[src/rtl/alu_issue.sv]
// alu_issue: issue side of the ALU control/operand interface.
// Accepts decoded RV32I ALU ops over valid/ready, drives control/operands to a
// registered ALU (1-cycle latency) and returns result + rd over valid/ready.
// Optional build macro ALU_ISSUE_STATS_EN adds stat_ops / stat_illegal counters.
module alu_issue #(
    parameter int WORD_SIZE = 32
) (
    input  logic                 clk,
    input  logic                 reset,
    input  logic                 in_valid,
    output logic                 in_ready,
    input  logic [2:0]           in_funct3,
    input  logic                 in_funct7_5,
    input  logic                 in_is_imm,
    input  logic [WORD_SIZE-1:0] in_rs1,
    input  logic [WORD_SIZE-1:0] in_rs2,
    input  logic [WORD_SIZE-1:0] in_imm,
    input  logic [4:0]           in_rd,
    output logic [2:0]           alu_control,
    output logic [WORD_SIZE-1:0] alu_in_1,
    output logic [WORD_SIZE-1:0] alu_in_2,
    input  logic [WORD_SIZE-1:0] alu_out,
    output logic                 out_valid,
    input  logic                 out_ready,
    output logic [WORD_SIZE-1:0] out_result,
    output logic [4:0]           out_rd,
    output logic                 err_illegal
`ifdef ALU_ISSUE_STATS_EN
    ,
    output logic [31:0]          stat_ops,
    output logic [31:0]          stat_illegal
`endif
);

    typedef enum logic [1:0] {IDLE, EXEC, VALID} state_t;

    state_t                 state;
    state_t                 state_nxt;
    logic                   accept;
    logic                   legal;
    logic [2:0]             dec_ctrl;
    logic [WORD_SIZE-1:0]   op2;
    logic [WORD_SIZE-1:0]   dec_in2;
    logic [2:0]             ctrl_q;
    logic [WORD_SIZE-1:0]   in1_q;
    logic [WORD_SIZE-1:0]   in2_q;
    logic [4:0]             rd_q;
    logic                   err_q;

    assign accept = in_valid && in_ready;
    assign op2    = in_is_imm ? in_imm : in_rs2;

    // Decode funct3/funct7[5] into the ALU control code and operand 2
    always_comb begin
        legal    = 1'b1;
        dec_ctrl = 3'b000;
        dec_in2  = op2;
        case (in_funct3)
            3'b000: dec_ctrl = (in_funct7_5 && !in_is_imm) ? 3'b001 : 3'b000;
            3'b001: dec_ctrl = 3'b101;
            3'b100: dec_ctrl = 3'b100;
            3'b101: dec_ctrl = in_funct7_5 ? 3'b111 : 3'b110;
            3'b110: dec_ctrl = 3'b011;
            3'b111: dec_ctrl = 3'b010;
            default: legal = 1'b0;
        endcase
        if (dec_ctrl == 3'b101 || dec_ctrl == 3'b110 || dec_ctrl == 3'b111) begin
            dec_in2 = {{(WORD_SIZE-5){1'b0}}, op2[4:0]};
        end
    end

    // State register
    always_ff @(posedge clk or negedge reset) begin
        if (!reset) begin
            state <= IDLE;
        end else begin
            state <= state_nxt;
        end
    end

    // Next state and in_ready; in_ready is forced low while reset is asserted
    always_comb begin
        in_ready  = 1'b0;
        state_nxt = state;
        case (state)
            IDLE: begin
                in_ready = 1'b1;
                if (in_valid && legal) state_nxt = EXEC;
            end
            EXEC: state_nxt = VALID;
            VALID: begin
                if (out_ready) begin
                    in_ready  = 1'b1;
                    state_nxt = (in_valid && legal) ? EXEC : IDLE;
                end
            end
            default: state_nxt = IDLE;
        endcase
        if (!reset) in_ready = 1'b0;
    end

    // Operand/control/rd capture on a legal accept; illegal accept pulses err
    always_ff @(posedge clk or negedge reset) begin
        if (!reset) begin
            ctrl_q <= '0;
            in1_q  <= '0;
            in2_q  <= '0;
            rd_q   <= '0;
            err_q  <= 1'b0;
        end else begin
            err_q <= accept && !legal;
            if (accept && legal) begin
                ctrl_q <= dec_ctrl;
                in1_q  <= in_rs1;
                in2_q  <= dec_in2;
                rd_q   <= in_rd;
            end
        end
    end

    assign alu_control = ctrl_q;
    assign alu_in_1    = in1_q;
    assign alu_in_2    = in2_q;
    assign out_valid   = (state == VALID);
    assign out_result  = out_valid ? alu_out : '0;
    assign out_rd      = rd_q;
    assign err_illegal = err_q;

`ifdef ALU_ISSUE_STATS_EN
    // Free-running result-handshake and illegal-accept counters
    always_ff @(posedge clk or negedge reset) begin
        if (!reset) begin
            stat_ops     <= '0;
            stat_illegal <= '0;
        end else begin
            if (out_valid && out_ready) stat_ops <= stat_ops + 32'd1;
            if (accept && !legal) stat_illegal <= stat_illegal + 32'd1;
        end
    end
`endif

endmodule

[config.mk]
export PLATFORM = sky130hd
export DESIGN_NAME = alu_issue
export DESIGN_NICKNAME = d
export VERILOG_FILES = /design/src/rtl/alu_issue.sv
export SDC_FILE = /design/constraint.sdc
export NUM_CORES = 1
export LEC_CHECK = 0
export ABC_AREA = 1
export ABC_CLOCK_PERIOD_IN_PS = 3300
export CORE_UTILIZATION = 38
export CTS_CLUSTER_DIAMETER = 120
export CTS_CLUSTER_SIZE = 16
export DETAILED_ROUTE_END_ITERATION = 6
export PLACE_DENSITY = 0.85
export SETUP_SLACK_MARGIN = 0.3
export SYNTH_ARGS = -nofsm -noshare
export SYNTH_HDL_FRONTEND = slang
export SYNTH_SLANG_ARGS = --single-unit
[constraint.sdc]
create_clock -name clk -period 3.3 [get_ports clk]
set_input_delay 0.825 -clock clk [delete_from_list [all_inputs] [get_ports clk]]
set_output_delay 0.825 -clock clk [all_outputs]
set_load 0.005 [all_outputs]
==> results.toml <==
[critical_path]
r2r_slack_ps = 1420
reg2regPathDepth = 7
required_ps = 2470
critPathKind = "in2out"
worstPathCellList = "clkdlybuf4s50_1 > inv_1 > nand2_1 > nand3_2 > inv_1 > clkdlybuf4s50_1"
rr_endpoint = "alu_in_2[6]$_DFFE_PN0P_"
arrival_ps = 2110
startpoint_type = "primary input"
rr_startpoint = "state[0]$_DFFE_PN0P_"
cp_max_fo = 2
endpoint_kind = "output port"
crit_path_top_delay_cell = "clkdlybuf4s50_1"
slowest_delay_ps = 530

[global_routing]
grt_pass1_vias = 4096
antenna_found_initial = 0
grt_pass1_wl_um = 20400
grt_max_degree = 76
track_usage = 0.264
grt_overflow = 0

[final_layout]
layout-drive-gt1-share = 0.0473
diodes = 0
final_nets = 898
area_delta_synth_final_pct = 74.5
design_area_um2 = 6530

[timing]
slew_headroom = 0.358
tightest_slew_ps = 963
rsz0062_at_grt = "no"
post-route-min-period_ps = 2930
hold_viol = 0
fin_tns_setup_ps = 0
finClkSkew_ps = 16.9
max_freq_ghz = 0.341
post-route-period-util = 0.889
report.final.slew_viol_count = 0
setup_viol = 0

[synthesis]
syn_nets = 662
ys_warn_count = 0
syn_inst = 520
syn_area_per_cell_um2 = 7.20
syn_area_um2 = 3740
synth-seq-cells = 75
synth_cell_types = 16
yosysSeqAreaShare = 0.501

[clocking]
cts-htree-levels = 3
ctsLongestPathBuffers = 2
cts_tree = "built"
root_buffer = "clkbuf_8"
numCtsBuffers = 9
clk_latency_ps = 350
cts.clk_slew.worst_paths_ps = 90
cts_sinks = 75

[power_and_ir_drop]
p_leak_nw = 3.11
irDropWorstVdd_mv = 0.273
p_per_area_nw_per_um2 = 486

[floorplan]
die_h_um = 101
die_area_um2 = 10300
rows = 35
io_pins = 249
coreArea_um2 = 9370
start_util = 0.399
die_w_um = 101

[placed_design]
gp_congestion = 0.874
portBuffers = 248
placed_cell_area_um2 = 6300
dp_hpwl_um = 10300

[min_path]
hold-path-cell-count = 2
worstHoldEndpoint = "alu_in_1[20]$_DFFE_PN0P_"
worstHoldStart = "alu_in_1[20]$_DFFE_PN0P_"
hold_path.class = "reg2reg"

[status]
status = "finished, final reports clean"

[routing]
routedWlPerCell_um = 15.7
vias_per_cell = 4.79
drt_first_iter_violations = 192
drc = 0
ant_nets = 0
wirelength_um = 13900
vias = 4262
first_pass_iters = 4

[job]
drv_cap = 0
-- registers in the layout, summed over array words and instances (netlist names) --
signal,flops
alu_control,3
alu_in_1,32
alu_in_2,32
err_illegal,1
out_rd,5
state,2
-- area by class of cell --
| type | instances | area (µm²) |
|---|---|---|
| clock buffer | 10 | 138 |
| clock inverter | 6 | 70.1 |
| fill | 784 | 2840 |
| inverter | 42 | 161 |
| multi-input combinational | 368 | 1540 |
| sequential | 75 | 1880 |
| tap | 129 | 161 |
| timing repair buffer | 259 | 2570 |
| timing repair inverter | 1 | 7.51 |
-- report_power, final --
group          internal [mW]  switching, mW  leakage [nW]
logic                  0.706          0.484          2.06
clock network          0.375          0.361        0.0955
registers               1.14          0.107         0.950
-- worst max path at each step --
stage	from	endpoint	slack, ps	cells past startpoint
2_1_floorplan	out_ready	in_ready	1200	5
3_3_place_gp	out_ready	in_ready	370	6
3_5_place_dp	out_ready	in_ready	360	6
4_1_cts	state[1]$_DFFE_PN0P_	out_result[28]	340	5
5_1_grt	state[0]$_DFFE_PN0P_	out_result[28]	310	5
6_report	out_ready	in_ready	370	6
-- cell usage after synthesis --
library cell	instances	share of area
a21oi_1	28	0.037
inv_2	1	0.0010
buf_4	8	0.016
nor2_2	1	0.0017
clkbuf_1	15	0.015
inv_1	41	0.041
o21ai_0	71	0.095
dfrtp_1	75	0.50
clkbuf_2	5	0.0067
nor2_1	36	0.036
nand2_1	228	0.23
buf_2	7	0.0094
nand3_1	1	0.0013
o21a_1	1	0.0020
nor2_8	1	0.0053
o21bai_1	1	0.0020
-- through the flow --
step	instances	hold slack, ps	setup slack, ps	power, mW	util
finish	890	502	367	3.17	0.697
global route	890	532	314	3.36	0.697
CTS	887	506	344	3.19	0.694
detailed placement	871	488	359	2.44	0.672
global placement	871	479	371	2.40	0.672
floorplan	520	493	1200	1.60	-
-- cells in the final DEF (no fill, tap or decap), types with 2 or more instances in the layout --
| master | instances |
|---|---|
| buf_4 | 11 |
| inv_1 | 40 |
| inv_6 | 2 |
| clkbuf_8 | 10 |
| clkinvlp_4 | 5 |
| clkdlybuf4s50_1 | 247 |
| a21oi_1 | 28 |
| dfrtp_1 | 75 |
| o21ai_0 | 71 |
| nand2_1 | 227 |
| nor2_1 | 35 |
| nor2_2 | 2 |
-- metal layers --
layer  GRT usage  wire [µm]  part of all wire
met1       0.275       5160              0.37
met2       0.495       7220              0.52
met5           0          0                 0
met3      0.0725       1170             0.084
met4       0.114        404             0.029
-- kinds of logic (layout without fill, tap and decap cells) --
logic type             after synthesis  in the layout  synth area share
buffers and inverters               77            318            0.0892
DFF                                 75             75             0.501
and+or+nand+nor                    267            267             0.273
AOI/OAI and AO/OA                  101            101             0.136
-- timing repair --
item / 4_1_cts / 5_1_grt
endpoints found under the setup margin: 0 / 32
buffers inserted: 0 / 2
hold buffers: 0 / 0
gates resized for setup: 0 / 3
hold endpoints to repair: 0 / 0
-- worst max-delay path: cells and delay by family --
family	cells	cell delay (ps)
and+or+nand+nor	2	170
buffers and inverters	4	1120
Power figures use the tool's default switching activity.
